**config.mk**
```make
export PLATFORM = sky130hd
export DESIGN_NAME = ksa_swap
export DESIGN_NICKNAME = d
export VERILOG_FILES = /design/src/rtl/rc4_pkg.sv /design/src/rtl/ksa_swap.sv
export SDC_FILE = /design/constraint.sdc
export NUM_CORES = 1
export LEC_CHECK = 0
export ABC_AREA = 1
export CORE_MARGIN = 2
export CORE_UTILIZATION = 54
export CTS_BUF_LIST = sky130_fd_sc_hd__clkbuf_8
export DETAILED_ROUTE_END_ITERATION = 7
export PLACE_DENSITY_LB_ADDON = 0.05
export SKIP_LAST_GASP = 1
export SLEW_MARGIN = 15
export SYNTH_ARGS = -nofsm -noshare
export SYNTH_HDL_FRONTEND = slang
export SYNTH_SLANG_ARGS = --single-unit
```
**constraint.sdc**
```tcl
create_clock -name clk -period 3.8 [get_ports clk]
set_clock_uncertainty 0.1 [all_clocks]
set_input_delay 0.76 -clock clk [delete_from_list [all_inputs] [get_ports clk]]
set_output_delay 0.76 -clock clk [all_outputs]
set_load 0.02 [all_outputs]
```
**src/rtl/rc4_pkg.sv**
```systemverilog
// Shared RC4 constants, the KSA state encoding and the key-byte select helper.
package rc4_pkg;

    localparam int S_WIDTH       = 8;
    localparam int S_DEPTH       = 256;
    localparam int KEY_BYTES_DEF = 3;
    localparam int KEY_BYTES_MAX = 32;

    typedef enum logic [3:0] {
        KSA_IDLE  = 4'd0,
        KSA_RD_I  = 4'd1,
        KSA_GET_I = 4'd2,
        KSA_RD_J  = 4'd3,
        KSA_GET_J = 4'd4,
        KSA_WR_I  = 4'd5,
        KSA_WR_J  = 4'd6,
        KSA_NEXT  = 4'd7,
        KSA_DONE  = 4'd8
    } ksa_state_e;

    // Byte 0 is the most significant byte of an nbytes-wide key held in the low bits.
    function automatic logic [7:0] key_byte(input logic [8*KEY_BYTES_MAX-1:0] key,
                                            input int unsigned                nbytes,
                                            input int unsigned                idx);
        if (idx >= nbytes) begin
            return 8'h00;
        end
        return 8'(key >> (8 * (nbytes - 1 - idx)));
    endfunction

endpackage

```
**src/rtl/ksa_swap.sv**
```systemverilog
// RC4 key-scheduling stage: permutes the 256-byte S memory in place using the secret key.
//   state | meaning
//   IDLE  | waiting for start, S-memory port released
//   RD_I  | present address i
//   GET_I | latch s[i], update j
//   RD_J  | present address j
//   GET_J | latch s[j]
//   WR_I  | write s[j] to i
//   WR_J  | write s[i] to j
//   NEXT  | advance i and key index, or finish
//   DONE  | one-cycle finish pulse
module ksa_swap
    import rc4_pkg::*;
#(
    parameter int KEY_BYTES = KEY_BYTES_DEF
) (
    input  logic                   clk,
    input  logic                   reset,
    input  logic                   start,
    input  logic [8*KEY_BYTES-1:0] secret_key,
    output logic [S_WIDTH-1:0]     address,
    output logic [S_WIDTH-1:0]     data,
    output logic                   wren,
    input  logic [S_WIDTH-1:0]     q,
    output logic                   selector,
    output logic                   finish
);

    localparam logic [7:0] KIDX_LAST = 8'(KEY_BYTES - 1);
    localparam logic [7:0] I_LAST    = 8'(S_DEPTH - 1);

    ksa_state_e state_q, state_d;

    logic [7:0] i_q, i_d;
    logic [7:0] j_q, j_d;
    logic [7:0] si_q, si_d;
    logic [7:0] sj_q, sj_d;
    logic [7:0] kidx_q, kidx_d;

    logic [8*KEY_BYTES_MAX-1:0] key_ext;
    logic [7:0]                 key_cur;

    always_comb begin
        key_ext                  = '0;
        key_ext[8*KEY_BYTES-1:0] = secret_key;
    end

    assign key_cur = key_byte(key_ext, 32'(KEY_BYTES), {24'd0, kidx_q});

    always_ff @(posedge clk or negedge reset) begin
        if (!reset) begin
            state_q <= KSA_IDLE;
        end else begin
            state_q <= state_d;
        end
    end

    always_comb begin
        state_d = KSA_IDLE;
        case (state_q)
            KSA_IDLE:  state_d = start ? KSA_RD_I : KSA_IDLE;
            KSA_RD_I:  state_d = KSA_GET_I;
            KSA_GET_I: state_d = KSA_RD_J;
            KSA_RD_J:  state_d = KSA_GET_J;
            KSA_GET_J: state_d = KSA_WR_I;
            KSA_WR_I:  state_d = KSA_WR_J;
            KSA_WR_J:  state_d = KSA_NEXT;
            KSA_NEXT:  state_d = (i_q == I_LAST) ? KSA_DONE : KSA_RD_I;
            KSA_DONE:  state_d = KSA_IDLE;
            default:   state_d = KSA_IDLE;
        endcase
    end

    always_comb begin
        address  = '0;
        data     = '0;
        wren     = 1'b0;
        selector = (state_q != KSA_IDLE);
        finish   = (state_q == KSA_DONE);
        case (state_q)
            KSA_RD_I: address = i_q;
            KSA_RD_J: address = j_q;
            KSA_WR_I: begin
                address = i_q;
                data    = sj_q;
                wren    = 1'b1;
            end
            KSA_WR_J: begin
                address = j_q;
                data    = si_q;
                wren    = 1'b1;
            end
            default: ;
        endcase
    end

    // q reflects the address presented in the previous cycle, so GET_x sees RD_x's read.
    always_comb begin
        i_d    = i_q;
        j_d    = j_q;
        si_d   = si_q;
        sj_d   = sj_q;
        kidx_d = kidx_q;
        case (state_q)
            KSA_IDLE: begin
                if (start) begin
                    i_d    = '0;
                    j_d    = '0;
                    kidx_d = '0;
                end
            end
            KSA_GET_I: begin
                si_d = q;
                j_d  = j_q + q + key_cur;
            end
            KSA_GET_J: sj_d = q;
            KSA_NEXT: begin
                if (i_q != I_LAST) begin
                    i_d    = i_q + 8'd1;
                    kidx_d = (kidx_q == KIDX_LAST) ? 8'd0 : kidx_q + 8'd1;
                end
            end
            default: ;
        endcase
    end

    always_ff @(posedge clk or negedge reset) begin
        if (!reset) begin
            i_q    <= '0;
            j_q    <= '0;
            si_q   <= '0;
            sj_q   <= '0;
            kidx_q <= '0;
        end else begin
            i_q    <= i_d;
            j_q    <= j_d;
            si_q   <= si_d;
            sj_q   <= sj_d;
            kidx_q <= kidx_d;
        end
    end

endmodule

```
==> out/qor.csv <==
metric,value,unit
Net Switching,0.00155,W
Routed Antenna Nets,0,
fmax,291,MHz
CP dominant cell by count,a21oi_1,
Synth Instances,366,
Die Y,77.2,um
routed vias/inst,5.54,
Critical R2R Capture,j_q[7]$_DFFE_PN0P_,
CTS tree,done,
"slowest stage delay, CP",0.47,ns
pre-CTS setup slack,0.382,ns
number of library cell types mapped by synthesis,33,
diode count,0,
critical path capture point type,register,
Seq cells post-synth,44,
vias in the first global route,2588,
slew margin rel.,34.1,%
number of setup buffers added after CTS,0,
Die Width,77.2,um
fin worst setup slack,0.369,ns
synthesized area,0.00289,mm2
Core ar.,0.00514,mm2
wire per inst,14.2,um
Total GRT Usage,25.1,%
final core occ,69.7,%
main flop type after synthesis,dfrtp_1,
"Cell Chain, Critical Path",inv_1 > ha_1 > inv_1 > nor2_4 > nand2_1 > a21oi_1 > fa_1 > ha_1 > a21oi_1 > o21ai_0 > a21oi_1 > nand3_1 > nand3_1 > nand2_1,
Synth area leaders,"dfrtp_1 (38%), nand2_1 (9.3%), inv_1 (6.9%)",
vias,2707,
Clock Latency Late Sink,0.30,ns
largest net degree at the start of global routing,45,
status,"finished, final reports clean",
Hold/Removal Path Class,reg -> reg,
peak supply drop,0.392,mV
PD cells,890,mW/mm2
DR iter-0 viols,202,
"commonest non-fill, non-tap cell in the layout",nand2_1,
root buffer cell,clkbuf_8,
Remaining DRCs,0,
cts repair resizes,0,
min-delay src,sj_q[2]$_DFFE_PN0N_,
area delta synth->final,24.0,%
Hold EP,sj_q[2]$_DFFE_PN0N_,
register area share after synthesis,38.1,%
Crit-path slowest cell,ha_1,
crit-path max FO,11,
clock share of power,12.5,%
gpl congestion,0.872,
period utilization,90.3,%
signal arrival time at the worst endpoint,3.53,ns
type of origin of the critical path,register,
worst reg2reg setup slack,0.37,ns
Fin. Hold Viols,0,
Worst Setup Path Type,reg -> reg,
clock buffer depth,2,
P_int,0.00164,W
max_cap viols,0,
grt total ovfl,0,
unrepaired setup endpoints after global routing,false,
setup TNS,0,ns
syn_nets,419,
Sink Count,44,
Worst Reg-to-Reg Cells,14,
first-pass GRT wire length,11900,um
"FFs w/ async S/R, synth",100,%
Final Max Tran Viols,0,
I/O Pins,54,
Final Routed Wirelength,6970,um
Final setup viols,0,
hold_buf cts,0,
hold depth,2,
initial antenna violation count,0,
PortBufs,53,
Synth top area share,38.1,%
most frequent cells in the layout,"nand2_1 (72), inv_1 (53), clkdlybuf4s50_1 (52)",
LEAKAGE,1.69,nW
post-detail-place hpwl,5080,um
Comb pwr share,62.8,%
H-tree levels,2,
Flop pwr share,24.6,%
Row Count,26,
Initial Util,56.3,%
min cycle time layout,3.43,ns
DR pass1 iterations,5,
Synth Area per Inst,7.90,um2
Clock transition at path regs,0.09,ns
nets,471,
die area,0.00596,mm2
largest area contributor in the netlist,dfrtp_1,
switching part of the total power,48.5,%
layout cell share with drive strength beyond 1,6.21,%
actual slew at the worst max-slew pin,0.988,ns
Num CTS Buffers,5,
worst reg2reg startpoint,kidx_q[0]$_DFFE_PN0P_,
number of synthesized flops with an enable pin,0,
CP required,3.90,ns
YS warnings,0,
==> power by group through the flow <==
stage | registers [W] | clock network [W] | logic, W
after floorplan | 0.000763 | 0 | 0.00145
after global placement | 0.000785 | 0 | 0.00191
after detailed placement | 0.000793 | 0 | 0.00194
after CTS | 0.000785 | 0.000405 | 0.00198
after global routing | 0.000814 | 0.000430 | 0.00225
final | 0.000786 | 0.000400 | 0.00201
==> worst max path at each step <==
stage                          start            endpoint  slack (ns)
3_3_place_gp           secret_key[4]  j_q[7]$_DFFE_PN0P_        0.43
2_1_floorplan  kidx_q[0]$_DFFE_PN0P_  j_q[5]$_DFFE_PN0P_        0.46
4_1_cts        kidx_q[0]$_DFFE_PN0P_  j_q[7]$_DFFE_PN0P_        0.37
5_1_grt        kidx_q[0]$_DFFE_PN0P_  j_q[7]$_DFFE_PN0P_        0.07
3_5_place_dp           secret_key[4]  j_q[7]$_DFFE_PN0P_        0.38
6_report       kidx_q[0]$_DFFE_PN0P_  j_q[7]$_DFFE_PN0P_        0.37
==> worst max-delay path: cells and delay by family (launching register included) <==
kind / cells / cell delay, ns
fa+ha+maj: 3 / 1.31
simple gates: 5 / 0.49
compound gates: 4 / 0.71
flops: 1 / 0.43
buf+inv: 2 / 0.30
==> synthesized netlist by cell type, types with 2 or more instances <==
cell type  number
inv_2           2
nor2_4          5
nand2_1        72
nand3_1        20
a21oi_1        17
dfrtp_1        44
o21ai_1         9
xor2_1          5
inv_1          53
o22ai_1        12
nor3_1          4
nor2_2          2
or2_2           2
nand4_1         9
o21ai_0        36
a32o_1          8
nor2_1         26
fa_1            8
clkbuf_1        5
buf_4           2
o31ai_1         3
ha_1           10
buf_6           2
==> area by class of cell <==
class / count / area, um2
Inverter: 56 / 213
Fill cell: 435 / 1560
Clock buffer: 7 / 96.3
Multi-Input combinational cell: 256 / 1520
Timing Repair Buffer: 55 / 541
Tap cell: 70 / 87.6
Sequential cell: 44 / 1100
Clock inverter: 1 / 30.0
==> registers in the layout, indices dropped and copies added (netlist names) <==
signal,count
i_q,8
state_q,4
sj_q,8
kidx_q,8
si_q,8
j_q,8
==> routing by layer <==
| layer | track usage (%) | vias up | wire, um |
|---|---|---|---|
| li1 | - | 1322 | - |
| met1 | 34.6 | 1241 | 3050 |
| met2 | 40.6 | 128 | 3270 |
| met3 | 3.29 | 16 | 477 |
| met4 | 8.93 | 0 | 166 |
| met5 | 0 | - | 0 |
==> cells by family after synthesis <==
logic type	Yosys count	share of synthesized area (%)
buffers and inverters	66	9.48
adders and majority gates	18	9.87
DFF	44	38.1
xor gates and xnor gates	6	1.82
AOI/OAI and AO/OA	89	18.2
and+or+nand+nor	143	22.6
==> stage by stage <==
stage | hold slack [ns] | power [W] | std cells | instance area (um2)
floorplan | 0.353 | 0.00221 | 366 | 2890
global placement | 0.366 | 0.00270 | 481 | 3460
detailed placement | 0.373 | 0.00274 | 481 | 3460
CTS | 0.394 | 0.00317 | 489 | 3580
global route | 0.416 | 0.00349 | 489 | 3580
finish | 0.391 | 0.00319 | 489 | 3580
Note: power is estimated with default switching activity, not from simulation.
